--- src/rtl/mem_port_arbiter.sv ---
// mem_port_arbiter: fetch / load-store arbiter for a single-ported memory.
// Optional feature macro: ARB_ROUND_ROBIN_EN (alternating winner on contention).
`default_nettype none

module mem_port_arbiter #(
   parameter int DATA_W     = 32,
   parameter int ADDR_W     = 32,
   parameter int STARVE_MAX = 4
) (
   input  logic              clk,
   input  logic              rst,
   input  logic              i_req,
   input  logic [ADDR_W-1:0] i_addr,
   output logic              i_gnt,
   output logic              i_rvalid,
   output logic [DATA_W-1:0] i_rdata,
   input  logic              d_req,
   input  logic              d_we,
   input  logic [ADDR_W-1:0] d_addr,
   input  logic [DATA_W-1:0] d_wdata,
   output logic              d_gnt,
   output logic              d_rvalid,
   output logic [DATA_W-1:0] d_rdata,
   output logic              m_we,
   output logic [ADDR_W-1:0] m_addr,
   output logic [DATA_W-1:0] m_wdata,
   input  logic [DATA_W-1:0] m_rdata
);

   typedef enum logic [1:0] {
      S_IDLE    = 2'd0,
      S_DATA_RD = 2'd1,
      S_DATA_WR = 2'd2,
      S_FETCH   = 2'd3
   } state_e;

   state_e            state_q, state_d;
   logic [DATA_W-1:0] rdata_q, rdata_d;
   logic              fetch_win;
   logic              grant_i, grant_d;

`ifdef ARB_ROUND_ROBIN_EN
   // Remembers the owner of the most recent granted cycle, idle cycles skipped.
   logic last_fetch_q, last_fetch_d;

   always_comb begin
      fetch_win    = ~last_fetch_q;
      last_fetch_d = last_fetch_q;
      if (grant_i) begin
         last_fetch_d = 1'b1;
      end else if (grant_d) begin
         last_fetch_d = 1'b0;
      end
   end

   // Reset value of 1 lets data win the first contention.
   always_ff @(posedge clk or negedge rst) begin
      if (!rst) begin
         last_fetch_q <= 1'b1;
      end else begin
         last_fetch_q <= last_fetch_d;
      end
   end
`else
   localparam logic [3:0] STARVE_LIM = 4'(STARVE_MAX);

   logic [3:0] starve_q, starve_d;

   always_comb begin
      fetch_win = (starve_q == STARVE_LIM);
      starve_d  = starve_q;
      if (!i_req || grant_i) begin
         starve_d = 4'd0;
      end else if (starve_q != STARVE_LIM) begin
         starve_d = starve_q + 4'd1;
      end
   end

   always_ff @(posedge clk or negedge rst) begin
      if (!rst) begin
         starve_q <= 4'd0;
      end else begin
         starve_q <= starve_d;
      end
   end
`endif

   // Grants are qualified by rst so nothing reaches the memory while reset is held.
   assign grant_d = rst & d_req & ~(i_req & fetch_win);
   assign grant_i = rst & i_req & ~grant_d;

   always_comb begin
      m_we    = 1'b0;
      m_addr  = '0;
      m_wdata = '0;
      state_d = S_IDLE;
      rdata_d = rdata_q;
      if (grant_d) begin
         m_we    = d_we;
         m_addr  = d_addr;
         m_wdata = d_wdata;
         state_d = d_we ? S_DATA_WR : S_DATA_RD;
         if (!d_we) begin
            rdata_d = m_rdata;
         end
      end else if (grant_i) begin
         m_addr  = i_addr;
         state_d = S_FETCH;
         rdata_d = m_rdata;
      end
   end

   always_ff @(posedge clk or negedge rst) begin
      if (!rst) begin
         state_q <= S_IDLE;
         rdata_q <= '0;
      end else begin
         state_q <= state_d;
         rdata_q <= rdata_d;
      end
   end

   assign i_gnt    = grant_i;
   assign d_gnt    = grant_d;
   assign i_rvalid = (state_q == S_FETCH);
   assign d_rvalid = (state_q == S_DATA_RD);
   assign i_rdata  = rdata_q;
   assign d_rdata  = rdata_q;

endmodule

`default_nettype wire

--- config.mk ---
export PLATFORM = sky130hd
export DESIGN_NAME = mem_port_arbiter
export DESIGN_NICKNAME = d
export VERILOG_FILES = /design/src/rtl/mem_port_arbiter.sv
export SDC_FILE = /design/constraint.sdc
export NUM_CORES = 1
export LEC_CHECK = 0
export CORE_MARGIN = 2
export CORE_UTILIZATION = 28
export CTS_CLUSTER_DIAMETER = 40
export DETAILED_ROUTE_END_ITERATION = 6
export GPL_TIMING_DRIVEN = 0
export PLACE_DENSITY = 0.78
export SLEW_MARGIN = 15
export SYNTH_ARGS = -nofsm -noshare
export SYNTH_HDL_FRONTEND = slang
export SYNTH_SLANG_ARGS = --single-unit
--- constraint.sdc ---
create_clock -name clk -period 2 [get_ports clk]
set_input_delay 0.4 -clock clk [delete_from_list [all_inputs] [get_ports clk]]
set_output_delay 0.4 -clock clk [all_outputs]
set_load 0.01 [all_outputs]
======== Word-level counts from Yosys, hierarchy flattened ========
Index checks and enable logic that the tools add are counted.
storage, ports and cells
  register bits ........................... 38
  output and inout port bits .............. 133
cells by class
  add/sub/neg operators ................... 1
  bitwise logic cells ..................... 7
  reductions and logical operators ........ 5
  equal/unequal tests ..................... 5
  mux-type cells .......................... 12
operators by type and width
  kind                                                                      number
  32-bit 2-to-1 mux                                                         6
  4-bit 2-to-1 mux                                                          2
  2-bit 2-to-1 mux                                                          3
  1-bit bitwise AND                                                         5
  4-bit by 1-bit adder with 4-bit output (second input constant)            1
  4-bit by 3-bit == test with 1-bit output (second input constant)          1
  4-bit by 3-bit inequality test with 1-bit output (second input constant)  1
  2-bit nonzero test                                                        2
  2-bit by 1-bit == test with 1-bit output (second input constant)          1
  2-bit == test (second input constant)                                     1
  2-bit inequality test (second input constant)                             1
  1-bit NOT                                                                 2
  2-bit AND reduction                                                       1
  1-bit zero test                                                           1
  1-bit logical OR                                                          1
  1-bit 2-to-1 mux                                                          1

======== Logic depth before layout (Yosys ltp) ========
Gate-level depths: netlist (run 1).
  depth in word-level cells ............... 8
  depth in mapped cells ................... 8
  gate-level depth less buffers ........... 5

======== Worst setup path before layout (run 1) ========
OpenSTA, ideal clock, no wires.
  kind .................................... flip-flop to output port
  start ................................... register starve_q[0]
  end ..................................... output m_addr[10]
  cell stages (with the launch flop) ...... 9
  setup slack ............................. -0.094 ns
  arrival time ............................ 1.694 ns
  cells stage by stage .................... dfrtp_1 > inv_1 > ha_1 > and3b_1 > buf_4 > a21oi_4 > buf_6 > buf_6 > mux2_4
on the way
  longest elaborated chain between the ends .. 8
ends and longest elaborated chain
  item                                          RTL line  text
  start, declared                               67        logic [3:0] starve_q, starve_d;
  start signal, assigned                        83        starve_q <= starve_d;
  4-bit by 3-bit == test with 1-bit output (*)  70        fetch_win = (starve_q == STARVE_LIM);
  1-bit bitwise AND (*)                         89        assign grant_d = rst & d_req & ~(i_req & fetch_win);
  1-bit NOT (*)                                 89
  1-bit bitwise AND (*)                         89
  1-bit NOT                                     90        assign grant_i = rst & i_req & ~grant_d;
  1-bit bitwise AND                             90
  32-bit 2-to-1 mux                             106       end else if (grant_i) begin
  32-bit 2-to-1 mux (*)                         98        if (grant_d) begin
  end, declared                                 25        output logic [ADDR_W-1:0] m_addr,
Every way passes the cells marked *; elsewhere a longest branch is shown, timed or not.

======== Worst setup path after layout (run 1) ========
  start ................................... register starve_q[0]
  end ..................................... output m_addr[27]
The elaborated chain is that of the path after synthesis.

==> key figures, run 1 <==
Placed design
  • Final RePlAce weighted congestion: 0.929
  • HPWL after detailed placement: 8910 µm
  • PortBufs: 265

STA
  • Worst Skew: 0.00614 ns
  • PnR worst setup slack: -0.438 ns
  • Final setup TNS: -23.53 ns
  • Peak Freq: 410 MHz
  • Max_slew headroom: 53.0%
  • Unrepaired setup endpoints after global routing: true
  • Slew at the pin with the worst max-slew slack: roughly 0.70 ns
  • Final setup viols: 66
  • Final-report max-slew violation count: 0
  • Period utilization: 122%
  • Final min period: 2.44 ns
  • Fin. Hold Viols: 0

Status
  • Failing checks: negative setup slack
  • Status: finished, violations left

Route
  • First-pass iteration count of the detailed router: 4
  • Metal-1 WL: 4400 µm
  • WL/cell: roughly 17 µm
  • Number of routed nets with antenna violations: 0
  • DR iter-0 viols: 69
  • DR WL met2: just over 6000 µm
  • Met3 Wirelength: 674 µm
  • Top Layer Used: met4
  • Final wirelength: between 10000 and 15000 µm
  • DR vias: 2984
  • DR vias/cell: ~4.4
  • Residual DRC: 0

Synth
  • Flops & latches, synth: 38
  • Post-synth top flop: dfrtp_1
  • Post-synthesis async set-or-reset flop share: 100%
  • Synth warn: 0
  • Syn_area_per_cell: 11.2 µm²
  • Post-Syn Area: 0.00283 mm²
  • Post-synth EDFFs: 0
  • Post-synthesis net count: just under 400
  • Seq/Total Area, Yosys: 33.6%
  • Unique masters post-synth: 29
  • Post-Synthesis Cells: 252

Clock tree
  • CTS tree: yes
  • Sink Count: 38
  • Latest clock arrival within the worst-skew pair: 0.28 ns
  • Worst-path clk slew: 0.08 ns
  • Cts bufs inserted: 5
  • CTS H-tree depth: 2
  • Root Driver: clkbuf_8
  • Bufs on Longest Clock Path: 2

Floorplan
  • Starting density of the core: 29.0%
  • Rows: 36
  • Die Y: ~100 µm
  • Die area: 0.0109 mm²
  • DIE WIDTH: 105 µm
  • IO Pins: 266
  • Core ar.: 0.00977 mm²

Hold path
  • Hold crit path type: input pin to asynchronous set/reset pin

Global routing
  • First-pass GRT wire length: 17500 µm
  • Grt ovf: 0
  • Vias in the first global route: about 3300
  • Largest net degree at the start of global routing: 24
  • GR Util All Layers: about a fifth
  • Initial antenna violation count: 0

Setup path
  • Max incr delay on CP: 0.37 ns
  • Worst Path Class, Setup: register to primary output
  • CP startpoint: starve_q[0]
  • CP startpoint kind: register
  • CP max-delay cell: dfrtp_1
  • Crit-path max FO: 5
  • Most used cell along the critical path: buf_12
  • CP delay by family, top: buffers and inverters
  • CP bufs+invs: 5
  • Worst Path Required: ~1.6 ns
  • FF-to-FF Start: starve_q[0]
  • Worst-path cell chain: inv_2 -> ha_4 -> and3b_2 -> a21oi_4 -> buf_12 -> buf_12 -> buf_8 -> mux2_4 -> buf_6
  • CP Capture Type: primary output
  • Arrival time worst endpoint: 2.04 ns

Finish
  • Sequential cell area: approximately 950 µm²
  • # fillers: about 810
  • Area growth syn-to-layout: 118%
  • Multi-input gate area: 0.00159 mm²
  • Layout cells sized above 1: roughly 40%
  • Number of nets in the layout: approximately 680
  • # diodes: 0
  • Commonest non-fill, non-tap cell in the layout: clkdlybuf4s50_1
  • Post-layout util: 63.1%
  • Commonest cells after routing, fill and taps aside: clkdlybuf4s50_1, mux2_4, buf_4

Power and ir drop
  • Pwr dens: 579 mW/mm²
  • Max IR drop VDD: about 0.00045 V
  • Leak Pwr: approximately 2.9 nW

Run
  • Max_cap viols: 0
cell usage after synthesis, types with 2 or more instances:
master    instances  area (µm²)
a21oi_1           3        15.0
and2_1           34         213
and3_1           30         188
and3_2            2        15.0
buf_12            3        60.1
buf_4            37         278
buf_6             2        22.5
clkbuf_1          6        22.5
clkbuf_2          2        10.0
dfrtp_1          38         951
ha_1              2        25.0
inv_1             4        15.0
mux2_2           29         327
mux2_4           35         526
nand2_1           6        22.5
nor2_1            3        11.3
nor2b_1           2        12.5
nor3_1            2        10.0
xnor2_1           2        17.5
per-stage QoR:
stage	power, mW	setup WS, ns	hold slack (ns)	instances	cell area [µm²]
6_report	3.57	-0.438	0.0724	675	6160
5_1_grt	3.73	-0.555	0.0680	675	6160
4_1_cts	3.59	-0.548	0.0736	676	6190
3_5_place_dp	2.69	-0.858	0.373	651	5680
3_3_place_gp	2.65	-2.26	0.526	650	5660
2_1_floorplan	1.70	0.00351	0.104	252	2840
per-layer routing:
metal | GRT usage, % | up-vias
met4 | 4.92 | 0
met5 | 0 | -
li1 | - | 1397
met3 | 4.12 | 18
met1 | 22.6 | 1431
met2 | 38.1 | 138
flip-flops by register name, indices dropped and copies added, names as in the netlist:
register	count
d_rdata	32
starve_q	4
state_q	2
report_power, final:
group          total [mW]  leakage [nW]  switching, mW  internal, mW
clock network       0.779        0.0683          0.279         0.500
logic                1.79          2.34          0.570          1.22
registers            1.00         0.455          0.110         0.892
total                3.57          2.87          0.959          2.61
cells by family after synthesis:
group                    count (synthesis)  synth area share [%]
buffers and inverters                   55                  14.6
flip-flops                              38                  33.6
adder cells (fa/ha/maj)                  2                 0.884
AND/OR/NAND/NOR                         82                  17.4
AO/OA/AOI/OAI                            9                  2.83
multiplexers                            64                  30.1
XOR/XNOR                                 2                 0.619
worst paths after layout:
check                           cells past startpoint  slack [ns]           to
worst max-delay path                                9       -0.44   m_addr[27]
worst min-delay path                                2        0.07   d_rdata[6]
worst max register to register                      8        0.18  d_rdata[16]
worst min register to register                      1        0.54   d_rdata[6]
max in group asynchronous                           2        0.79  starve_q[2]
min in group clk                                    3        0.52   state_q[1]
area by class of cell:
class                   instances  share of cell area (%)
clock buffers                   5                    1.12
plain buffers                  50                    7.06
inverters                       4                   0.244
flip-flops and latches         38                    15.4
repair buffers                283                    46.6
multi-input cells             159                    25.8
clock inverters                 3                    1.12
well taps                     133                    2.70
repair_timing:
item / CTS / global route
endpoints found under the setup margin: 67 / 70
endpoints found under the hold margin: 15 / 0
gates resized for setup: 337 / 20
setup buffers: 11 / 1
hold buffers: 1 / 0
pin swaps: 3 / 4
gates cloned: 5 / 0
No activity file was read; power rests on OpenSTA's default activity.
==> run 2, diff against run 1 <==
CTS_BUF_LIST = sky130_fd_sc_hd__clkbuf_4 sky130_fd_sc_hd__clkbuf_8   (was not set)
==> results of run 2 <==
The final DEF is identical to that of run 1; final timing and power are the same.
==> run 3, diff against run 2 <==
MAX_ROUTING_LAYER = met4   (was not set)
==> run 3 against run 2 <==
Against the previous run:
- the flow still finishes with violations (negative setup slack)
- maximum frequency down 0.81%
- via count up 0.84%
- register-to-register slack worse by 0.12 ns
- highest routed layer unchanged
==> key figures, run 3 (synthesis results as in run 1) <==
Status
  • Status: finished, violations left (unchanged)
  • Failing checks: negative setup slack (unchanged)

Hold path
  • Hold crit path type: input pin to asynchronous set/reset pin (unchanged)

Setup path
  • CP startpoint kind: register (unchanged)
  • Arrival time worst endpoint: 2.06 ns (was 2.04 ns)
  • Reg2reg end: d_rdata[9] (was d_rdata[16])
  • Worst Path Required: 1.60 ns (about the same)
  • FF-to-FF Start: starve_q[0] (unchanged)
  • Most used cell along the critical path: buf_6 (was buf_12)
  • Worst-path cell chain: inv_2 -> ha_4 -> and3b_2 -> a21oi_4 -> buf_4 -> buf_16 -> buf_6 -> mux2_4 -> buf_6 (was inv_2 -> ha_4 -> and3b_2 -> a21oi_4 -> buf_12 -> buf_12 -> buf_8 -> mux2_4 -> buf_6)
  • Crit-path max FO: 5 (unchanged)
  • Reg2reg setup slack: 0.06 ns (was 0.18 ns)
  • CP max-delay cell: dfrtp_1 (unchanged)
  • CP Capture Type: primary output (unchanged)
  • Worst reg2reg path depth: 8 (unchanged)
  • Worst Path Class, Setup: register to primary output (unchanged)
  • Max incr delay on CP: 0.37 ns (about the same)

Clock tree
  • CTS H-tree depth: 2 (unchanged)
  • Worst-path clk slew: 0.08 ns (about the same)
  • Bufs on Longest Clock Path: 2 (unchanged)
  • Latest clock arrival within the worst-skew pair: 0.28 ns (about the same)
  • CTS tree: yes (unchanged)
  • Root Driver: clkbuf_8 (unchanged)
  • Sink Count: 38 (unchanged)
  • Cts bufs inserted: 5 (unchanged)

Route
  • DR iter-0 viols: 53 (was 69)
  • DR vias: 3009 (was 2984)
  • Number of routed nets with antenna violations: 0 (unchanged)
  • Residual DRC: 0 (unchanged)
  • DR vias/cell: 4.41 (was 4.42)
  • Final wirelength: 11500 µm (was 11400 µm)
  • First-pass iteration count of the detailed router: 4 (unchanged)
  • WL/cell: 16.9 µm (about the same)

Floorplan
  • DIE WIDTH: 105 µm (unchanged)
  • Starting density of the core: 29.0% (unchanged)
  • Core ar.: 0.00977 mm² (unchanged)
  • Die area: 0.0109 mm² (unchanged)
  • Die Y: 105 µm (unchanged)
  • Rows: 36 (unchanged)
  • IO Pins: 266 (unchanged)

Finish
  • Commonest non-fill, non-tap cell in the layout: clkdlybuf4s50_1 (unchanged)
  • # fillers: 840 (was 808)
  • Fin area: 0.00614 mm² (was 0.00616 mm²)
  • Max FFs per register: 32 (unchanged)
  • Number of nets in the layout: 684 (was 676)
  • Area growth syn-to-layout: 117% (was 118%)
  • Commonest cells after routing, fill and taps aside: clkdlybuf4s50_1, mux2_4, buf_4 (unchanged)
  • # diodes: 0 (unchanged)
  • Layout cells sized above 1: 39.8% (was 39.3%)

STA
  • Final-report max-slew violation count: 0 (unchanged)
  • Peak Freq: 407 MHz (was 410 MHz)
  • PnR worst setup slack: -0.458 ns (was -0.438 ns)
  • Final setup TNS: -23.91 ns (was -23.53 ns)
  • Period utilization: 123% (was 122%)
  • Fin. Hold Viols: 0 (unchanged)
  • Final min period: 2.46 ns (was 2.44 ns)
  • Max_slew headroom: 52.9% (was 53.0%)
  • Final setup viols: 66 (unchanged)
  • Worst Skew: 0.00707 ns (was 0.00614 ns)
  • Unrepaired setup endpoints after global routing: true (unchanged)
  • Slew at the pin with the worst max-slew slack: 0.704 ns (was 0.703 ns)

Placed design
  • Final RePlAce weighted congestion: 0.935 (was 0.929)
  • HPWL after detailed placement: 9060 µm (was 8910 µm)
  • PortBufs: 265 (unchanged)
  • Placed cell area: 0.00568 mm² (unchanged)
  • Setup WS pre-CTS: -0.849 ns (was -0.858 ns)

Global routing
  • GR Util All Layers: 20.7% (was 20.0%)
  • Vias in the first global route: 3209 (was 3281)
  • Largest net degree at the start of global routing: 24 (unchanged)
  • Initial antenna violation count: 0 (unchanged)
  • First-pass GRT wire length: 17500 µm (about the same)
  • Grt ovf: 0 (unchanged)

Power and ir drop
  • Leak Pwr: 2.88 nW (was 2.87 nW)
  • Pwr dens: 578 mW/mm² (was 579 mW/mm²)
  • Max IR drop VDD: 0.000399 V (was 0.000453 V)
  • Pwr Total: 3.55 mW (was 3.57 mW)

Run
  • Max_cap viols: 0 (unchanged)
[run 3: final cells by class]
| class | count | area [µm²] | share of cell area, % |
|---|---|---|---|
| sequential | 38 | 951 | 15.5 |
| inverter | 4 | 15.0 | 0.245 |
| tap | 133 | 166 | 2.71 |
| clock inverter | 3 | 68.8 | 1.12 |
| timing repair buffer | 291 | 2870 | 46.8 |
| buffer | 50 | 432 | 7.03 |
| multi-input combinational | 159 | 1560 | 25.5 |
| clock buffer | 5 | 68.8 | 1.12 |
[run 3: through the flow]
stage	util (%)	instances	hold slack (ns)
after floorplan	-	252	0.104
after global placement	57.9	650	0.525
after detailed placement	58.1	651	0.367
after CTS	63.0	676	0.0746
after global routing	62.8	683	0.0719
final	62.8	683	0.0791
[run 3: repair_timing]
action | 4_1_cts | 5_1_grt
endpoints found under the hold margin | 15 | 0
resized for setup | 311 | 28
pin swaps | 3 | 3
cloned | 3 | 1
hold buffers | 1 | 0
endpoints found under the setup margin | 67 | 96
setup buffers | 14 | 8
[run 3: worst max-delay path by stage]
stage	cells past startpoint	slack, ns	to	startpoint
after floorplan	8	0.004	m_addr[10]	starve_q[0]
after global placement	8	-2.26	m_addr[10]	rst
after detailed placement	8	-0.85	m_addr[12]	rst
after CTS	9	-0.50	m_addr[12]	starve_q[0]
after global routing	9	-0.53	m_addr[12]	starve_q[0]
final	9	-0.46	m_addr[28]	starve_q[0]
[run 3: worst max-delay path, delay by kind of cell, from the launching register on]
| kind | cells | cell delay [ns] |
|---|---|---|
| fa+ha+maj | 1 | 0.15 |
| compound gates | 1 | 0.15 |
| mux | 1 | 0.30 |
| flops | 1 | 0.37 |
| buf+inv | 5 | 0.58 |
| simple gates | 1 | 0.22 |
[run 3: power by group]
| group | internal (mW) | leakage, nW | switching [mW] |
|---|---|---|---|
| Combinational | 1.21 | 2.35 | 0.566 |
| Sequential | 0.892 | 0.455 | 0.108 |
| Clock | 0.500 | 0.0683 | 0.274 |
[run 3: per-layer routing]
layer  vias up  share of wire, %  GRT usage (%)
met2       139                54           37.9
met4         0               1.8           5.21
met3        16               5.2           3.49
li1       1409                 -              -
met5         -                 0              -
met1      1445                39           23.4
